### src/rtl/imem_ctrl.sv
// imem_ctrl: clear/load/run sequencer for the byte-addressed instruction memory
//
// Ports:
//   clk, rst                   rising-edge clock, synchronous active-high reset
//   ld_start                   request a (re)load session
//   ld_valid/ld_data/ld_last   loader byte stream (valid/ready), ld_last marks final byte
//   ld_ready                   byte accepted on this cycle's edge when ld_valid is high
//   mem_we/mem_waddr/mem_wdata memory byte write port (combinational)
//   fetch_pc                   pipeline fetch address, checked for legality in RUN
//   halt_det                   decode stage saw the HALT opcode
//   restart                    rerun the loaded program from PC 0
//   core_rst/core_stall        pipeline reset and freeze
//   state                      CLEAR=0 IDLE=1 LOAD=2 RUN=3 HALTED=4 FAULT=5
//   ld_ovf/fault               sticky load-overflow and illegal-fetch flags
//   run_cycles                 saturating count of RUN cycles since last load/restart
module imem_ctrl #(
  parameter int MEM_BYTES = 128,
  parameter int AW        = 7
) (
  input  logic          clk,
  input  logic          rst,
  input  logic          ld_start,
  input  logic          ld_valid,
  input  logic [7:0]    ld_data,
  input  logic          ld_last,
  output logic          ld_ready,
  output logic          mem_we,
  output logic [AW-1:0] mem_waddr,
  output logic [7:0]    mem_wdata,
  input  logic [31:0]   fetch_pc,
  input  logic          halt_det,
  input  logic          restart,
  output logic          core_rst,
  output logic          core_stall,
  output logic [2:0]    state,
  output logic          ld_ovf,
  output logic          fault,
  output logic [31:0]   run_cycles
);
  localparam logic [2:0] S_CLEAR  = 3'd0;
  localparam logic [2:0] S_IDLE   = 3'd1;
  localparam logic [2:0] S_LOAD   = 3'd2;
  localparam logic [2:0] S_RUN    = 3'd3;
  localparam logic [2:0] S_HALTED = 3'd4;
  localparam logic [2:0] S_FAULT  = 3'd5;
  localparam logic [AW-1:0] LAST_ADDR = AW'(MEM_BYTES - 1);
  localparam logic [31:0]   PC_MAX    = 32'(MEM_BYTES - 4);

  logic [2:0]    r_state;
  logic [2:0]    w_nxt;
  logic [AW-1:0] r_clr_ptr;
  logic [AW-1:0] r_ld_ptr;
  logic          r_load_pend;
  logic          r_core_rst;
  logic          r_core_stall;
  logic          r_ld_ready;
  logic          r_ld_ovf;
  logic          r_fault;
  logic [31:0]   r_run_cycles;

  logic          w_acc;
  logic          w_bad_pc;
  logic          w_stopped;
  logic          w_restart;
  logic          w_enter_load;
  logic          w_ovf_hit;
  logic [AW-1:0] w_clr_ptr_n;
  logic [AW-1:0] w_ld_ptr_n;
  logic          w_load_pend_n;
  logic          w_core_rst_n;
  logic          w_core_stall_n;
  logic          w_ld_ready_n;
  logic          w_ld_ovf_n;
  logic          w_fault_n;
  logic [31:0]   w_run_cycles_n;

  assign w_acc     = (r_state == S_LOAD) && ld_valid;
  // Instructions are word aligned and the whole 4-byte word must lie inside memory
  assign w_bad_pc  = (fetch_pc[1:0] != 2'b00) || (fetch_pc > PC_MAX);
  assign w_stopped = (r_state == S_HALTED) || (r_state == S_FAULT);
  // A reload request outranks restart in HALTED/FAULT
  assign w_restart = w_stopped && !ld_start && restart;
  assign w_ovf_hit = w_acc && !ld_last && (r_ld_ptr == LAST_ADDR);

  always_ff @(posedge clk) begin
    if (rst) begin
      r_state      <= S_CLEAR;
      r_clr_ptr    <= '0;
      r_ld_ptr     <= '0;
      r_load_pend  <= 1'b0;
      r_core_rst   <= 1'b1;
      r_core_stall <= 1'b1;
      r_ld_ready   <= 1'b0;
      r_ld_ovf     <= 1'b0;
      r_fault      <= 1'b0;
      r_run_cycles <= '0;
    end else begin
      r_state      <= w_nxt;
      r_clr_ptr    <= w_clr_ptr_n;
      r_ld_ptr     <= w_ld_ptr_n;
      r_load_pend  <= w_load_pend_n;
      r_core_rst   <= w_core_rst_n;
      r_core_stall <= w_core_stall_n;
      r_ld_ready   <= w_ld_ready_n;
      r_ld_ovf     <= w_ld_ovf_n;
      r_fault      <= w_fault_n;
      r_run_cycles <= w_run_cycles_n;
    end
  end

  always_comb begin
    w_nxt = r_state;
    case (r_state)
      S_CLEAR:  w_nxt = (r_clr_ptr != LAST_ADDR) ? S_CLEAR :
                        (r_load_pend || ld_start) ? S_LOAD : S_IDLE;
      S_IDLE:   w_nxt = ld_start ? S_LOAD : S_IDLE;
      S_LOAD:   w_nxt = (w_acc && (ld_last || r_ld_ptr == LAST_ADDR)) ? S_RUN : S_LOAD;
      // HALT is from an older instruction than the fetch, so it beats a fetch fault
      S_RUN:    w_nxt = ld_start ? S_CLEAR : halt_det ? S_HALTED : w_bad_pc ? S_FAULT : S_RUN;
      S_HALTED,
      S_FAULT:  w_nxt = ld_start ? S_CLEAR : restart ? S_RUN : r_state;
      default:  w_nxt = S_CLEAR;
    endcase
  end

  always_comb begin
    w_enter_load   = (w_nxt == S_LOAD) && (r_state != S_LOAD);
    w_clr_ptr_n    = (r_state == S_CLEAR) ? r_clr_ptr + 1'b1 : '0;
    w_ld_ptr_n     = w_enter_load ? '0 : w_acc ? r_ld_ptr + 1'b1 : r_ld_ptr;
    // load_pend remembers a reload request across the CLEAR sweep and drops on exit
    w_load_pend_n  = (w_nxt == S_CLEAR) && ((r_state != S_CLEAR) || r_load_pend || ld_start);
    // The first RUN cycle after restart keeps the core in reset so PC restarts at 0
    w_core_rst_n   = (w_nxt == S_CLEAR) || (w_nxt == S_IDLE) || (w_nxt == S_LOAD) || w_restart;
    w_core_stall_n = (w_nxt != S_RUN);
    w_ld_ready_n   = (w_nxt == S_LOAD);
    w_ld_ovf_n     = w_enter_load ? 1'b0 : w_ovf_hit ? 1'b1 : r_ld_ovf;
    w_fault_n      = (w_enter_load || w_restart) ? 1'b0 :
                     (r_state == S_RUN && w_nxt == S_FAULT) ? 1'b1 : r_fault;
    w_run_cycles_n = (w_enter_load || w_restart) ? '0 :
                     (r_state == S_RUN && !(&r_run_cycles)) ? r_run_cycles + 32'd1 : r_run_cycles;
  end

  // Write port is combinational so the memory captures on the same edge the pointer advances
  assign mem_we     = !rst && ((r_state == S_CLEAR) || w_acc);
  assign mem_waddr  = (r_state == S_CLEAR) ? r_clr_ptr : r_ld_ptr;
  assign mem_wdata  = (r_state == S_CLEAR) ? 8'h00 : ld_data;

  assign state      = r_state;
  assign ld_ready   = r_ld_ready;
  assign core_rst   = r_core_rst;
  assign core_stall = r_core_stall;
  assign ld_ovf     = r_ld_ovf;
  assign fault      = r_fault;
  assign run_cycles = r_run_cycles;
endmodule
### config.mk
export PLATFORM = sky130hd
export DESIGN_NAME = imem_ctrl
export DESIGN_NICKNAME = d
export VERILOG_FILES = /design/src/rtl/imem_ctrl.sv
export SDC_FILE = /design/constraint.sdc
export NUM_CORES = 1
export LEC_CHECK = 0
export BUFFER_PORTS_ARGS = -buffer_cell sky130_fd_sc_hd__buf_2
export CAP_MARGIN = 10
export CORE_MARGIN = 2
export CORE_UTILIZATION = 49
export DETAILED_ROUTE_END_ITERATION = 16
export GPL_TIMING_DRIVEN = 0
export HOLD_SLACK_MARGIN = 0.05
export PLACE_DENSITY = 0.79
export SLEW_MARGIN = 20
export SYNTH_ARGS = -nofsm -noshare
export SYNTH_HDL_FRONTEND = slang
export SYNTH_SLANG_ARGS = --single-unit
### constraint.sdc
create_clock -name clk -period 2.31 [get_ports clk]
set_input_delay 0.231 -clock clk [delete_from_list [all_inputs] [get_ports clk]]
set_output_delay 0.231 -clock clk [all_outputs]
set_load 0.02 [all_outputs]
==> reports/qor.txt <==
TritonCTS clock tree - built
Seq/Total Area, Yosys - 39.5%
unrepaired setup endpoints after global routing - true
global-route wire length before repair - 10,500 um
DRC - 0
syn_nets - 383
Slew Limit Fails - 0
register bit total from synthesis - 55
CTS buffer count - 5
clock sinks - 55
Cell Rows - 27
DR iter-0 viols - 122
pwr/cell area - 461 nW/um^2
worst setup path class - reg2reg
EDFF count, synth - 0
Worst Path Required - 2510 ps
Max Root-Sink Buffers - 2
vias in the first global route - 2,434
GRT Util Overall - 20.3%
Post-DP HPWL - 4800 um
Worst Setup End Kind - register
Port Buf Inserts - 95
r2r setup slk - 90 ps
die width - 79.4 um
gpl congestion - 0.808
top post-synthesis cells by count - dfxtp_1, nor2_1, nand2_1
htree depth - 2
Initial Util - 50.6%
vias - 2,657
Max transition margin - 69.2%
clock-pin transition on the worst setup and hold timing paths - 100 ps
Worst Skew - 15.9 ps
NumNets Final - 488
Chip Height - 79.4 um
worst slew pin tran - 462 ps
syn_area_per_cell - 8.37 sq um
detailed-router iteration count before antenna repair - 4
layout cells sized above 1 - 31.0%
Tcrit/Tclk final - 96.1%
Startpoint Class - register
ys async rst share - 0%
antenna violations before repair - 0
leakage power - 1.47 nW
Inserted Diodes - 0
Total Power - 0.00162 W
Synth area leaders - dfxtp_1, nor2_1, xnor2_1
Fin. Hold Viols - 0
Tightest Hold Check Type - in2reg
CP Max Fanout - 10
cell count after synthesis - 333
count leader, synth - dfxtp_1
core box area - 5510 sq um
Yosys top cell area share - 39.5%
GR Overflow Total - 0
crit path time final - 2220 ps
setup violators final - 0
root buffer cell - clkbuf_8
largest area contributor in the netlist - dfxtp_1
Boundary Pins - 103
routed wire length - 6300 um
Yosys cell types - 45
Fmax - 450 MHz
arrival time worst endpoint - 2420 ps
Die Area - 6310 sq um
post-route ant nets - 0
maxcap violations - 0
hold_ws - 224 ps
Clk Latency, worst-skew pair - 310 ps
Cell Area, Synth - 2790 sq um
largest net degree at the start of global routing - 18
status - complete, no violations
ys flop type - dfxtp_1
yosys warns - 0
Max VDD drop - 0.295 mV
routed wire length per instance - 12.3 um
area delta synth->final - 25.9%
vias per cell - 5.20
## registers in the layout, indices dropped and copies added (netlist names)
name and cells:
ld_ovf 1, ld_ready 1, state 3, r_clr_ptr 7, core_stall 1, r_load_pend 1, fault 1, core_rst 1
r_ld_ptr 7, run_cycles 32
## through the flow
| step | worst slack (ps) | std cells | TNS [ps] | utilization, % | area (sq um) |
|---|---|---|---|---|---|
| final | 89.9 | 511 | 0 | 63.7 | 3510 |
| after global routing | -11.9 | 511 | -12.3 | 63.7 | 3510 |
| after global placement | 81.7 | 500 | 0 | 60.9 | 3350 |
| after floorplan | 199 | 333 | 0 | - | 2790 |
| after detailed placement | 86.3 | 500 | 0 | 60.9 | 3350 |
| after CTS | 51.3 | 508 | 0 | 62.7 | 3450 |
## path summary, 6_finish.rpt
check                             startpoint             end  depth (start not counted)
worst max-delay path                state[2]  run_cycles[16]                         10
worst min-delay path                 ld_last          ld_ovf                          4
worst max register to register      state[2]  run_cycles[16]                         10
worst min register to register  r_clr_ptr[0]    r_clr_ptr[0]                          1
## cells in the final DEF, fill, tap and decap left out, drive strengths merged, types with 4 or more instances in the layout
cell type,count
nand3,21
nand4,12
buf,104
dfxtp,55
o21ai,4
nor2,57
nor3b,5
a21oi,4
xnor2,21
and3,4
xor2,18
nor3,20
nor4,15
clkbuf,15
and2,11
nand2,34
or3,4
inv,5
## critical path: stages, from the launching register on
cell and delay, ps:
dfxtp_1 330, buf_6 130, or3_1 360, buf_6 150, nor4_2 280, or4_4 180, a21oi_4 60, o31ai_4 230
buf_4 190, buf_6 160, nor2_1 60
## layout make-up
type                    instances  area [sq um]
fillers                       482          2000
multi-input cells             258          1600
flip-flops and latches         55          1100
repair buffers                 98           495
plain buffers                  15          98.8
well taps                      72          90.1
clock buffers                   6          82.6
inverters                       5          18.8
clock inverters                 2          16.3
## logic make-up after synthesis
logic type / count (synthesis) / share of synthesized area, %
compound gates: 17 / 4.89
xor+xnor: 39 / 12.3
fa+ha+maj: 3 / 1.35
buf+inv: 20 / 4.22
flops: 55 / 39.5
mux: 4 / 1.53
simple gates: 195 / 36.2
## report_power, final
part / leakage, nW / switching [W] / total (W) / internal [W]
Sequential: 0.444 / 0.00000473 / 0.000958 / 0.000954
Combinational: 0.981 / 0.0000476 / 0.0000964 / 0.0000488
Clock: 0.0474 / 0.000317 / 0.000562 / 0.000245
## layer usage
metal  vias to the layer above  share of wire (%)  track usage [%]
li1                       1365                  -                -
met2                        77                 50             34.7
met5                         -                  0                0
met3                         6                5.3             3.85
met4                         0                1.0             6.38
met1                      1209                 44             25.9
## what timing repair did
| item | 4_1_cts | 5_1_grt |
|---|---|---|
| endpoints found under the hold margin | 0 | 0 |
| endpoints found under the setup margin | 0 | 31 |
| hold buffers | 0 | 0 |
| setup buffers | 0 | 2 |
| gates resized for setup | 0 | 6 |
(Power assumes the default switching activity.)
